### src/rtl/uart_periph.sv
// 8N1 UART peripheral: transmitter, receiver with two-flop input synchronizer,
// and a receive-flag/interrupt pair that the CPU clears by reading address 252.
module uart_periph #(
  parameter int unsigned CLKS_PER_BIT = 347
) (
  input  logic       wb_clk_i,
  input  logic       wb_rst_i,
  input  logic       tx_en,
  input  logic       rx_en,
  input  logic       begin_flag,
  input  logic [7:0] tx_data,
  input  logic       rx,
  input  logic [7:0] access_addr,
  input  logic       reg_w_en,
  output logic       tx,
  output logic [7:0] rx_data,
  output logic       busy_flag,
  output logic       receive_flag,
  output logic       int_req
);

  localparam int unsigned CW = $clog2(CLKS_PER_BIT);
  localparam logic [CW-1:0] LAST      = CW'(CLKS_PER_BIT - 1);
  localparam logic [CW-1:0] HALF_LAST = CW'(CLKS_PER_BIT / 2 - 1);
  localparam logic [7:0]    RX_ADDR   = 8'd252;

  typedef enum logic [1:0] {TX_IDLE, TX_START, TX_DATA, TX_STOP} tx_state_t;
  typedef enum logic [1:0] {RX_IDLE, RX_START, RX_DATA, RX_STOP} rx_state_t;

  // ---------------- transmitter ----------------
  tx_state_t     r_tx_state, w_tx_state_nxt;
  logic [CW-1:0] r_tx_cnt, w_tx_cnt_nxt;
  logic [2:0]    r_tx_idx, w_tx_idx_nxt;
  logic [7:0]    r_tx_data;
  logic          w_tx_load;
  logic          w_tx;

  always_ff @(posedge wb_clk_i) begin
    if (wb_rst_i) begin
      r_tx_state <= TX_IDLE;
      r_tx_cnt   <= '0;
      r_tx_idx   <= '0;
      r_tx_data  <= '0;
    end else begin
      r_tx_state <= w_tx_state_nxt;
      r_tx_cnt   <= w_tx_cnt_nxt;
      r_tx_idx   <= w_tx_idx_nxt;
      if (w_tx_load) r_tx_data <= tx_data;
    end
  end

  always_comb begin
    w_tx_state_nxt = r_tx_state;
    w_tx_cnt_nxt   = r_tx_cnt;
    w_tx_idx_nxt   = r_tx_idx;
    w_tx_load      = 1'b0;
    w_tx           = 1'b1;
    case (r_tx_state)
      TX_IDLE: begin
        if (begin_flag && tx_en) begin
          w_tx_state_nxt = TX_START;
          w_tx_cnt_nxt   = '0;
          w_tx_load      = 1'b1;
        end
      end
      TX_START: begin
        w_tx = 1'b0;
        if (r_tx_cnt == LAST) begin
          w_tx_cnt_nxt   = '0;
          w_tx_idx_nxt   = '0;
          w_tx_state_nxt = TX_DATA;
        end else begin
          w_tx_cnt_nxt = r_tx_cnt + CW'(1);
        end
      end
      TX_DATA: begin
        w_tx = r_tx_data[r_tx_idx];
        if (r_tx_cnt == LAST) begin
          w_tx_cnt_nxt = '0;
          if (r_tx_idx == 3'd7) w_tx_state_nxt = TX_STOP;
          else                  w_tx_idx_nxt   = r_tx_idx + 3'd1;
        end else begin
          w_tx_cnt_nxt = r_tx_cnt + CW'(1);
        end
      end
      TX_STOP: begin
        if (r_tx_cnt == LAST) begin
          w_tx_cnt_nxt   = '0;
          w_tx_state_nxt = TX_IDLE;
        end else begin
          w_tx_cnt_nxt = r_tx_cnt + CW'(1);
        end
      end
      default: w_tx_state_nxt = TX_IDLE;
    endcase
  end

  assign tx        = w_tx;
  assign busy_flag = (r_tx_state != TX_IDLE);

  // ---------------- receiver ----------------
  // s3 holds the previous synchronized sample; all three reset high so that
  // leaving reset can never look like a falling edge.
  logic          r_rx_s1, r_rx_s2, r_rx_s3;
  rx_state_t     r_rx_state, w_rx_state_nxt;
  logic [CW-1:0] r_rx_cnt, w_rx_cnt_nxt;
  logic [2:0]    r_rx_idx, w_rx_idx_nxt;
  logic [7:0]    r_rx_shift;
  logic [7:0]    r_rx_data;
  logic          r_rx_flag, r_int_req;
  logic          w_rx_shift_en, w_rx_done, w_rx_fall, w_rd_strobe;

  assign w_rx_fall   = r_rx_s3 & ~r_rx_s2;
  assign w_rd_strobe = reg_w_en && (access_addr == RX_ADDR);

  always_ff @(posedge wb_clk_i) begin
    if (wb_rst_i) begin
      r_rx_s1    <= 1'b1;
      r_rx_s2    <= 1'b1;
      r_rx_s3    <= 1'b1;
      r_rx_state <= RX_IDLE;
      r_rx_cnt   <= '0;
      r_rx_idx   <= '0;
      r_rx_shift <= '0;
      r_rx_data  <= '0;
      r_rx_flag  <= 1'b0;
      r_int_req  <= 1'b0;
    end else begin
      r_rx_s1    <= rx;
      r_rx_s2    <= r_rx_s1;
      r_rx_s3    <= r_rx_s2;
      r_rx_state <= w_rx_state_nxt;
      r_rx_cnt   <= w_rx_cnt_nxt;
      r_rx_idx   <= w_rx_idx_nxt;
      if (w_rx_shift_en) r_rx_shift <= {r_rx_s2, r_rx_shift[7:1]};
      // A completed byte takes priority over a same-cycle CPU read.
      if (w_rx_done) begin
        r_rx_data <= r_rx_shift;
        r_rx_flag <= 1'b1;
        r_int_req <= 1'b1;
      end else if (w_rd_strobe) begin
        r_rx_flag <= 1'b0;
        r_int_req <= 1'b0;
      end
    end
  end

  always_comb begin
    w_rx_state_nxt = r_rx_state;
    w_rx_cnt_nxt   = r_rx_cnt;
    w_rx_idx_nxt   = r_rx_idx;
    w_rx_shift_en  = 1'b0;
    w_rx_done      = 1'b0;
    case (r_rx_state)
      RX_IDLE: begin
        if (w_rx_fall) begin
          w_rx_state_nxt = RX_START;
          w_rx_cnt_nxt   = '0;
        end
      end
      RX_START: begin
        if (r_rx_cnt == HALF_LAST) begin
          w_rx_cnt_nxt   = '0;
          w_rx_idx_nxt   = '0;
          w_rx_state_nxt = r_rx_s2 ? RX_IDLE : RX_DATA;
        end else begin
          w_rx_cnt_nxt = r_rx_cnt + CW'(1);
        end
      end
      RX_DATA: begin
        if (r_rx_cnt == LAST) begin
          w_rx_cnt_nxt  = '0;
          w_rx_shift_en = 1'b1;
          if (r_rx_idx == 3'd7) w_rx_state_nxt = RX_STOP;
          else                  w_rx_idx_nxt   = r_rx_idx + 3'd1;
        end else begin
          w_rx_cnt_nxt = r_rx_cnt + CW'(1);
        end
      end
      RX_STOP: begin
        if (r_rx_cnt == LAST) begin
          w_rx_cnt_nxt   = '0;
          w_rx_state_nxt = RX_IDLE;
          w_rx_done      = r_rx_s2;
        end else begin
          w_rx_cnt_nxt = r_rx_cnt + CW'(1);
        end
      end
      default: w_rx_state_nxt = RX_IDLE;
    endcase
    if (!rx_en) begin
      w_rx_state_nxt = RX_IDLE;
      w_rx_cnt_nxt   = '0;
      w_rx_idx_nxt   = '0;
      w_rx_shift_en  = 1'b0;
      w_rx_done      = 1'b0;
    end
  end

  assign rx_data      = r_rx_data;
  assign receive_flag = r_rx_flag;
  assign int_req      = r_int_req;

endmodule
### config.mk
export PLATFORM = sky130hd
export DESIGN_NAME = uart_periph
export DESIGN_NICKNAME = d
export VERILOG_FILES = /design/src/rtl/uart_periph.sv
export SDC_FILE = /design/constraint.sdc
export NUM_CORES = 1
export LEC_CHECK = 0
export CAP_MARGIN = 25
export CORE_MARGIN = 4
export CORE_UTILIZATION = 45
export DETAILED_ROUTE_END_ITERATION = 7
export HOLD_SLACK_MARGIN = 0.1
export MAX_ROUTING_LAYER = met4
export PLACE_DENSITY = 0.67
export SLEW_MARGIN = 10
export SYNTH_ARGS = -nofsm -noshare
export SYNTH_HDL_FRONTEND = slang
export SYNTH_SLANG_ARGS = --single-unit
### constraint.sdc
create_clock -name wb_clk_i -period 2.1 [get_ports wb_clk_i]
set_input_delay 0.315 -clock wb_clk_i [delete_from_list [all_inputs] [get_ports wb_clk_i]]
set_output_delay 0.315 -clock wb_clk_i [all_outputs]
set_load 0.005 [all_outputs]
==> metrics.csv <==
stage,metric,value,unit
drt,DR pass1 iterations,4,
run_status,outcome,finished clean,
yosys,Async SR Flop Fraction,0,
pwr,switching part of the total power,0.266,
drt,wire per inst,13.1,um
timing,Slew HR,0.660,
drt,DR vias,2169,
pwr,combinational share of power,0.211,
place,Port-buffer cells,34,
worst_setup_path,endpoint class of the critical path,output port,
layout,Antenna Cells,0,
pwr,sequential share of power,0.473,
layout,layout cells sized above 1,0.114,
global_routing,largest net degree at the start of global routing,25,
place,placed instance area,0.00317,mm^2
floorplanning,Die Ht,86.2,um
layout,Total Nets Final,369,
yosys,Yosys reg bits,56,
layout,final instance area,0.00331,mm^2
pwr,switching power,648,uW
place,GPL Wtd Cong,0.775,
pwr,clock network power share,0.316,
timing,worst hold margin,0.416,ns
pwr,Power Density,734,mW/mm^2
yosys,number of synthesized flops with an enable pin,0,
clocking,Worst-Skew Late Latency,0.31,ns
drt,Routed WL,5.34,mm
layout,Filler Cell Count,550,
floorplanning,# IOs,35,
worst_setup_path,Crit Path Class,reg -> out,
pwr,Pleak,1.37,nW
layout,"Area growth, synth to finish",20.4,%
pwr,overall power,2.43,mW
yosys,syn nets,333,
worst_setup_path,Critical Path Start Type,register,
layout,final cell count without fillers,408,
clocking,TritonCTS clock tree,built,
yosys,"Top FF cell, synth",dfxtp_1,
yosys,"Seq/Total Area, Yosys",0.407,
worst_hold_path,type of the tightest min-delay check,reg -> reg,
pwr,Max rail drop VDD,0.723,mV
clocking,# H-tree levels,2,
floorplanning,core area,0.00592,mm^2
job,Max Cap Viol,0,
clocking,Worst-path clk slew,0.10,ns
clocking,clock tree sinks,56,
global_routing,met1 Track Usage GR,0.198,
worst_setup_path,r2r setup slk,0.19,ns
floorplanning,Initial Utilization,0.465,
global_routing,initial antenna violation count,0,
clocking,CTS root buf,clkbuf_8,
global_routing,All-Layer GR Usage,0.156,
timing,Max Freq,0.496,GHz
floorplanning,Horiz. Die Dim,86.2,um
yosys,Syn Inst Count,296,
timing,fin crit share,0.961,
timing,Final Slew Violations,0,
place,Detail Placement HPWL,3.82,mm
yosys,Post-Syn Area,0.00275,mm^2
global_routing,met2 Use GR,0.259,
floorplanning,FP Rows,28,
global_routing,grt ovf,0,
global_routing,first-pass GRT wire length,9.27,mm
pwr,P_int,1.79,mW
clocking,CTS buffer count,5,
drt,Antenna Violating Nets Remaining,0,
global_routing,grt peak-use layer,met2,
clocking,CTS max path bufs,2,
drt,# DRC,0,
timing,Slew @ Worst Pin,0.508,ns
drt,Vias/cell,5.32,
yosys,Synth Warn #,0,
global_routing,vias in the first global route,2067,
timing,Setup Viol. Count Final,0,
global_routing,met3 Use GR,0.0323,
yosys,"Avg Cell Area, Syn",9.30,um^2
timing,Fin. Hold Viols,0,
timing,post-layout min period,2.02,ns
yosys,Yosys cell types,50,
timing,final setup TNS,0,ns
timing,Clock Skews,0.00949,ns
drt,DR iter-0 viols,75,
place,dpl cells,399,
worst_setup_path,"Arr. time, crit path",1.70,ns
worst_setup_path,Worst EP required,1.78,ns
clocking,CTS hold repair buffers,0,
floorplanning,Die ar.,0.00743,mm^2
worst_setup_path,"Max FO, Critical Path",5,
timing,RSZ-0062 raised after global routing,false,
## placed cells by master (no fill, tap or decap), types with 8 or more instances in the layout
cell type        instances
dfxtp_1                 54
nor2_1                  37
clkdlybuf4s50_1         33
nand2_1                 28
mux2i_1                 27
a21oi_1                 14
ha_1                    13
nand3_1                 10
buf_4                   10
inv_1                    8
## critical path, stage by stage, from the launching register on
cell and delay, ns:
dfxtp_4 0.38, mux4_2 0.49, mux2i_1 0.16, mux2i_1 0.10, dlygate4sd2_1 0.27
## registers in the layout (all words and copies together), names as in the netlist, 2 cells and up, named ones only
register and count:
r_rx_cnt 9, r_rx_idx 3, r_rx_shift 8, r_tx_cnt 9
r_tx_data 8, r_tx_idx 3, r_tx_state 2, rx_data 8
## final timing paths
path / startpoint / endpoint / cells past startpoint
max: r_tx_idx[0] / tx / 4
min: r_rx_s1 / r_rx_s2 / 1
max reg2reg: r_rx_cnt[0] / r_rx_cnt[7] / 6
min reg2reg: r_rx_s1 / r_rx_s2 / 1
## stage by stage
stage | setup WS (ns) | utilization
2_1_floorplan | 0.379 | -
3_5_place_dp | 0.175 | 0.536
4_1_cts | 0.0584 | 0.560
3_3_place_gp | 0.185 | 0.536
5_1_grt | 0.00992 | 0.560
6_report | 0.0825 | 0.560
## per-layer routing
layer | vias to the layer above | part of all wire
li1 | 1111 | -
met1 | 1010 | 0.47
met2 | 46 | 0.47
met3 | 2 | 0.052
met4 | 0 | 0.0056
met5 | - | 0
## power by group through the flow
stage               Clock, mW  Sequential, mW  Combinational [mW]
global placement            0            1.18               0.517
finish                  0.769            1.15               0.513
floorplan                   0            1.17               0.335
detailed placement          0            1.18               0.521
global route            0.828            1.16               0.579
CTS                     0.799            1.15               0.519
## cells in the mapped netlist (2+ instances only)
cell type   n  area (um^2)
xnor2_1     6         52.6
and4bb_2    3         37.5
nor2_1     37          139
buf_6       2         22.5
clkbuf_1    7         26.3
mux4_2      2         45.0
a22o_1      6         52.6
ha_1       14          175
or3_1       5         31.3
nor3_1      6         30.0
inv_1       8         30.0
nand2b_1    2         12.5
or3b_2      2         17.5
a21oi_1    14         70.1
a21boi_0    2         15.0
nand4_1     3         18.8
a211o_1     2         17.5
nand4b_1    2         17.5
or4b_1      2         20.0
and3_1      3         18.8
or2_2       7         43.8
nand3_1    10         50.1
and2_1      2         12.5
nand2_1    28          105
a211oi_1    3         22.5
and4b_1     3         30.0
buf_2       4         20.0
o21ai_0     4         20.0
nor2b_1     3         18.8
mux2i_1    27          270
dfxtp_1    56         1120
o31ai_1     3         22.5
## layout make-up
type                            instances  area (um^2)  share of cell area
Clock buffer                            7         96.3              0.0291
Clock inverter                          1         30.0             0.00906
Inverter                                8         30.0             0.00906
Multi-Input combinational cell        217         1520               0.460
Sequential cell                        56         1130               0.340
Tap cell                               75         93.8              0.0283
Timing Repair Buffer                   44          414               0.125
## timing repair
action / in CTS / in global routing
setup endpoints to repair: 1 / 0
setup buffers: 1 / 0
gates resized for setup: 5 / 0
## cell families after synthesis
family | synth area share
XOR/XNOR | 0.0223
multiplexers | 0.115
AO/OA/AOI/OAI | 0.121
AND/OR/NAND/NOR | 0.231
adder cells (fa/ha/maj) | 0.0636
buffers and inverters | 0.0400
flip-flops | 0.407
Power figures use the tool's default switching activity.
